===== src/rtl/mem_arb_pkg.sv =====
// Shared types and constants for the unified memory port arbiter.
package mem_arb_pkg;

    typedef enum logic [1:0] {
        IDLE   = 2'd0,
        BUSY_I = 2'd1,
        BUSY_D = 2'd2
    } arb_state_t;

    // Fetches always read a full word.
    localparam logic [3:0] FETCH_BE = 4'b1111;

endpackage


===== src/rtl/arb_timer.sv =====
// Transaction timeout counter for the memory port arbiter.
// Ports: clk, reset (async, active-high), clr (zero the count; wins over en),
//        en (count one stalled busy cycle), expire (this stalled cycle is the last allowed).
module arb_timer #(
    parameter int TIMEOUT = 64
) (
    input  logic clk,
    input  logic reset,
    input  logic clr,
    input  logic en,
    output logic expire
);

    localparam logic [7:0] LAST = 8'(TIMEOUT - 1);

    logic [7:0] count;
    logic [7:0] count_next;

    always_comb begin
        count_next = count;
        if (clr)     count_next = '0;
        else if (en) count_next = count + 8'd1;
    end

    flopr #(.WIDTH(8)) u_count (
        .clk   (clk),
        .reset (reset),
        .d     (count_next),
        .q     (count)
    );

    assign expire = en & (count == LAST);

endmodule


===== src/rtl/flopenr.sv =====
// Resettable register cell with load enable.
// Ports: clk, reset (async, active-high), en (load d), d, q (0 on reset).
module flopenr #(
    parameter int WIDTH = 8
) (
    input  logic             clk,
    input  logic             reset,
    input  logic             en,
    input  logic [WIDTH-1:0] d,
    output logic [WIDTH-1:0] q
);

    always_ff @(posedge clk or posedge reset) begin
        if (reset)   q <= '0;
        else if (en) q <= d;
    end

endmodule


===== src/rtl/flopr.sv =====
// Resettable register cell.
// Ports: clk, reset (async, active-high), d (next value), q (stored value, 0 on reset).
module flopr #(
    parameter int WIDTH = 8
) (
    input  logic             clk,
    input  logic             reset,
    input  logic [WIDTH-1:0] d,
    output logic [WIDTH-1:0] q
);

    always_ff @(posedge clk or posedge reset) begin
        if (reset) q <= '0;
        else       q <= d;
    end

endmodule


===== src/rtl/mem_port_arbiter.sv =====
// Shares one single-port memory between the fetch port (read-only) and the data port
// (load/store). Data wins contention, except that fetch is forced through after
// MAX_DSTREAK consecutive data grants made while fetch waits. A transaction that sees
// no mem_ready for TIMEOUT cycles is aborted with a one-cycle bus_err pulse.
// Ports: clk, reset (async, active-high);
//        fetch side  ireq, iaddr -> irdata, iready, stallF;
//        data side   dreq, dwe, daddr, dwdata, dbe -> drdata, dready, stallM;
//        memory side mem_req, mem_we, mem_addr, mem_wdata, mem_be <- mem_rdata, mem_ready;
//        bus_err: pulse after a timeout abort.
module mem_port_arbiter
    import mem_arb_pkg::*;
#(
    parameter int MAX_DSTREAK = 4,
    parameter int TIMEOUT     = 64
) (
    input  logic        clk,
    input  logic        reset,
    input  logic        ireq,
    input  logic [31:0] iaddr,
    output logic [31:0] irdata,
    output logic        iready,
    input  logic        dreq,
    input  logic        dwe,
    input  logic [31:0] daddr,
    input  logic [31:0] dwdata,
    input  logic [3:0]  dbe,
    output logic [31:0] drdata,
    output logic        dready,
    output logic        mem_req,
    output logic        mem_we,
    output logic [31:0] mem_addr,
    output logic [31:0] mem_wdata,
    output logic [3:0]  mem_be,
    input  logic [31:0] mem_rdata,
    input  logic        mem_ready,
    output logic        stallF,
    output logic        stallM,
    output logic        bus_err
);

    localparam logic [3:0] STREAK_MAX = 4'(MAX_DSTREAK);

    logic [1:0] state_bits;
    arb_state_t state;
    arb_state_t state_next;
    logic [3:0] dstreak;
    logic [3:0] dstreak_next;
    logic       busy_i, busy_d, busy;
    logic       arb_ok, i_pend, d_pend, streak_full;
    logic       grant_i, grant_d, grant;
    logic       expire;

    assign state  = arb_state_t'(state_bits);
    assign busy_i = (state == BUSY_I);
    assign busy_d = (state == BUSY_D);
    assign busy   = busy_i | busy_d;

    // Arbitrate when idle or in the completing cycle; the completing port's own
    // request is excluded so the other side gets the back-to-back slot.
    assign arb_ok      = ~busy | mem_ready;
    assign i_pend      = ireq & ~busy_i;
    assign d_pend      = dreq & ~busy_d;
    assign streak_full = (dstreak == STREAK_MAX);
    assign grant_i     = arb_ok & i_pend & (~d_pend | streak_full);
    assign grant_d     = arb_ok & d_pend & ~grant_i;
    assign grant       = grant_i | grant_d;

    always_comb begin
        state_next = state;
        if (grant_i)               state_next = BUSY_I;
        else if (grant_d)          state_next = BUSY_D;
        else if (arb_ok | expire)  state_next = IDLE;
    end

    always_comb begin
        dstreak_next = dstreak;
        if (~ireq | grant_i)              dstreak_next = '0;
        else if (grant_d & ~streak_full)  dstreak_next = dstreak + 4'd1;
    end

    flopr #(.WIDTH(2)) u_state (
        .clk   (clk),
        .reset (reset),
        .d     (state_next),
        .q     (state_bits)
    );

    flopr #(.WIDTH(4)) u_dstreak (
        .clk   (clk),
        .reset (reset),
        .d     (dstreak_next),
        .q     (dstreak)
    );

    flopr #(.WIDTH(1)) u_bus_err (
        .clk   (clk),
        .reset (reset),
        .d     (expire),
        .q     (bus_err)
    );

    arb_timer #(.TIMEOUT(TIMEOUT)) u_timer (
        .clk    (clk),
        .reset  (reset),
        .clr    (grant),
        .en     (busy & ~mem_ready),
        .expire (expire)
    );

    flopenr #(.WIDTH(32)) u_mem_addr (
        .clk   (clk),
        .reset (reset),
        .en    (grant),
        .d     (grant_i ? iaddr : daddr),
        .q     (mem_addr)
    );

    flopenr #(.WIDTH(32)) u_mem_wdata (
        .clk   (clk),
        .reset (reset),
        .en    (grant),
        .d     (dwdata),
        .q     (mem_wdata)
    );

    flopenr #(.WIDTH(4)) u_mem_be (
        .clk   (clk),
        .reset (reset),
        .en    (grant),
        .d     (grant_i ? FETCH_BE : dbe),
        .q     (mem_be)
    );

    flopenr #(.WIDTH(1)) u_mem_we (
        .clk   (clk),
        .reset (reset),
        .en    (grant),
        .d     (grant_d & dwe),
        .q     (mem_we)
    );

    assign mem_req = busy;
    assign iready  = busy_i & mem_ready;
    assign dready  = busy_d & mem_ready;
    assign irdata  = mem_rdata;
    assign drdata  = mem_rdata;
    assign stallF  = ireq & ~iready;
    assign stallM  = dreq & ~dready;

endmodule


===== config.mk =====
export PLATFORM = sky130hd
export DESIGN_NAME = mem_port_arbiter
export DESIGN_NICKNAME = d
export VERILOG_FILES = /design/src/rtl/mem_arb_pkg.sv /design/src/rtl/arb_timer.sv /design/src/rtl/flopenr.sv /design/src/rtl/flopr.sv /design/src/rtl/mem_port_arbiter.sv
export SDC_FILE = /design/constraint.sdc
export NUM_CORES = 1
export LEC_CHECK = 0
export ABC_CLOCK_PERIOD_IN_PS = 4700
export BUFFER_PORTS_ARGS = -buffer_cell sky130_fd_sc_hd__buf_2
export CORE_MARGIN = 4
export CORE_UTILIZATION = 48
export CTS_CLUSTER_SIZE = 10
export DETAILED_ROUTE_END_ITERATION = 8
export PLACE_DENSITY = 0.87
export SYNTH_ARGS = -nofsm -noshare
export SYNTH_HDL_FRONTEND = slang
export SYNTH_HIERARCHICAL = 1
export SYNTH_SLANG_ARGS = --single-unit

===== constraint.sdc =====
create_clock -name clk -period 4.7 [get_ports clk]
set_input_delay 0.235 -clock clk [delete_from_list [all_inputs] [get_ports clk]]
set_output_delay 0.235 -clock clk [all_outputs]
set_load 0.005 [all_outputs]

==> summary.log <==
[status] status finished, final reports clean
[clocking] insertion delay of the later-clocked pin in the worst-skew pair 350 ps
[place] post-DP HPWL 7.55 mm
[synthesis] number of distinct library cell variants in the gate-level netlist after synthesis 42
[finish] antenna diode instance count 0
[min_path] type of the tightest min-delay check in -> reg
[synthesis] Syn Nets 491
[synthesis] fraction of registers with async set or reset after synthesis 100%
[synthesis] number of enable-type register cells in the synthesized netlist 0
[grt] number of antenna violations at the first check in global routing 1
[synthesis] xor and xnor fraction of the mapped netlist area 0.735%
[die] Die Outline Area 11600 µm²
[grt] total gr overflow 0
[drt] DRC violations left 0
[min_path] terminating pin of the worst hold path u_mem_wdata/q[28]$_DFFE_PP0P_
[timing] TNS Setup 0 ps
[synthesis] leading register cell type out of synthesis dfrtp_1
[finish] top library cells by usage in the layout, fill and taps aside 180 x buf_2, 84 x dfrtp_1, 81 x mux2_4, 14 x inv_1, 12 x mux2_2
[die] floorplan die width 108 µm
[min_path] hold path startpoint dwdata[28]
[synthesis] sequential area share after synthesis 44.1%
[clocking] H-tree levels 3
[clocking] CTS Buf Count 9
[synthesis] share of synthesized cell area in and, or, nand and nor gates 5.01%
[setup_path] Worst Path Max Fanout 57
[synthesis] post-synth design cell area 4770 µm²
[timing] unrepaired setup endpoints after global routing no
[min_path] Hold Path Stages 2
[place] Port Buf Inserts 180
[finish] most common library cell in the layout ignoring fill and taps buf_2
[die] height of the die 108 µm
[timing] max-slew violation count 0
[clocking] clock slew at the register clock pins of the worst setup and hold paths 90 ps
[setup_path] endpoint arrival time on the critical path 3300 ps
[place] total cell area at the placement stage 5180 µm²
[drt] TritonRoute pass-1 iters 4
[grt] overall global routing resource usage 17.0%
[synthesis] Mean Syn Cell Area 13.7 µm²
[finish] area occupied by registers 2100 µm²
[synthesis] adder-cell share of the synthesized area 1.31%
[drt] number of violations reported at the end of detailed-routing iteration 0 70
[die] area of the core region 9730 µm²
[setup_path] critical path class reg -> reg
[timing] final-report setup violation count 0
[die] # rows 36
[synthesis] main combinational cell family by area after synthesis multiplexers
[grt] via count of the first global-routing pass 3218
[clocking] Num Clock Sinks 84
[grt] wire length of the first global-routing pass 15.4 mm
[finish] post-route cell area 5390 µm²
[synthesis] Synth Warn # 6
[timing] timing-limited maximum frequency 0.326 GHz
[place] last weighted congestion value of the routability-driven placer 0.770
[setup_path] kind of start point of the critical path flop
[timing] shortest clock period the worst path allows after layout 3070 ps
[synthesis] cells after synthesis 348
[setup_path] logic depth of the worst register-to-register path 8
[timing] slew of the pin with the lowest slew margin 1130 ps
[synthesis] complex-gate fraction of the synthesized area 2.73%
[power] highest ir drop seen on vdd 0.284 mV
[finish] Layout area overhead 13.1%
[power] leakage component of the power 0.00281 µW
[drt] via count 2951
[timing] slew margin rel. 24.9%
[setup_path] category of the worst setup path capture point flop
[synthesis] number of flip-flops and latches in the synthesized netlist 84
[drt] average via count per standard cell 4.90
[clocking] clock root cell clkbuf_8
[clocking] CTS tree built
[drt] mean routed wirelength per cell 16.4 µm
[setup_path] minimum setup slack among reg-to-reg paths 1630 ps
[grt] largest net degree at the start of global routing 58
[setup_path] worst setup path start u_state/q[0]$_DFF_PP0_
[setup_path] worst flop-to-flop path startpoint u_state/q[0]$_DFF_PP0_
[finish] nets@finish 607
[synthesis] multiplexer share of the synthesized area 30.5%
[die] initial core utilization 49.0%
[setup_path] required time of the critical path 4930 ps
[timing] Fin Clk Skew 9.01 ps
[clocking] Clock Tree Buf Depth 2
[drt] residual antenna-violating net count after detailed routing 0
[power] power density cells 619 nW/µm²
[finish] fraction of final layout cells sized beyond drive strength 1 64.0%
[timing] Final Hold Violating Endpoints 0
[die] Ports 277
[timing] post-route clock period utilization 65.2%
[setup_path] capture point of the worst reg-to-reg path u_mem_addr/q[14]$_DFFE_PP0P_
[finish] area occupied by multi-input gates 1930 µm²
[finish] Fillers 852
[drt] Final Routed Wirelength 9.87 mm
[flow_run] # Max-Cap Violations 0
-- routing by layer --
metal / vias up / share of wire [%] / GRT usage (%)
met4: 2 / 2.0 / 6.67
li1: 1360 / - / -
met5: - / 0.13 / 0
met2: 163 / 51 / 28.9
met1: 1407 / 38 / 19.5
met3: 19 / 8.8 / 6.06
-- layout make-up --
cell class | count | area share, %
Inverter | 15 | 1.04
Multi-Input combinational cell | 169 | 35.7
Clock inverter | 6 | 1.32
Clock buffer | 10 | 2.37
Timing Repair Buffer | 185 | 17.5
Tap cell | 133 | 3.09
Sequential cell | 84 | 39.0
-- state kept, by name (all words and copies together), names as in the netlist --
register,cells
u_mem_we/q,1
u_bus_err/q,1
u_mem_wdata/q,32
u_dstreak/q,4
u_timer/u_count/q,8
u_state/q,2
u_mem_be/q,4
u_mem_addr/q,32
-- Yosys cell counts (all sizes together), types with 2 or more instances --
cell	n	share of area, %
nor2b	2	0.26
nand2	4	0.31
a2111oi	2	0.76
or2	5	0.66
nand4	5	0.79
a211oi	3	0.47
nor2	7	0.55
nand3	3	0.31
inv	15	1.2
a21oi	4	0.42
and2	3	0.39
or3	3	0.39
ha	5	1.3
buf	80	14
mux2	101	30
xor2	3	0.55
o21ai	3	0.31
dfrtp	84	44
o31ai	3	0.47
-- power breakdown --
part | internal (µW) | total (µW) | switching (µW)
clock | 251 | 520 | 268
combinational | 962 | 1580 | 615
sequential | 1050 | 1240 | 194
total | 2260 | 3340 | 1080
-- timing repair --
action	CTS	global route
hold buffers	1	0
buffers inserted	0	0
hold endpoints to repair	20	0
gates resized for setup	0	0
-- per-stage QoR --
stage / std cells / worst slack, ps / utilization [%] / power, µW / hold WS (ps)
after detailed placement: 585 / 1620 / 53.3 / 2850 / 174
after global placement: 585 / 1750 / 53.3 / 2770 / 169
after CTS: 602 / 1600 / 55.4 / 3380 / 91.8
after global routing: 602 / 1420 / 55.4 / 3560 / 86.3
after floorplan: 348 / 2040 / - / 2480 / -36.3
final: 602 / 1630 / 55.4 / 3340 / 107
-- how the worst max path moves through the flow --
stage,endpoint,cells past startpoint,slack [ps]
after floorplan,u_mem_addr/q[0]$_DFFE_PP0P_,11,2040
after global placement,u_mem_addr/q[30]$_DFFE_PP0P_,8,1750
after detailed placement,u_mem_addr/q[17]$_DFFE_PP0P_,8,1620
after CTS,u_mem_addr/q[14]$_DFFE_PP0P_,8,1600
after global routing,u_mem_addr/q[0]$_DFFE_PP0P_,8,1420
final,u_mem_addr/q[14]$_DFFE_PP0P_,8,1630
-- worst max-delay path, cell delays in order, from the launching register on --
cell       delay [ps]
dfrtp_1           390
inv_1              70
ha_1              310
or2_1             240
inv_2             150
a2111oi_4         220
nand2b_4          820
buf_4             410
mux2_4            320
-- cells by family (layout without fill, tap and decap cells) --
| group | count (synthesis) | after routing |
|---|---|---|
| adders and majority gates | 5 | 5 |
| muxes | 102 | 102 |
| and+or+nand+nor | 41 | 41 |
| AOI/OAI and AO/OA | 17 | 17 |
| xor gates and xnor gates | 4 | 4 |
| DFF | 84 | 84 |
| buffers and inverters | 95 | 216 |
Note: power is estimated with default switching activity, not from simulation.
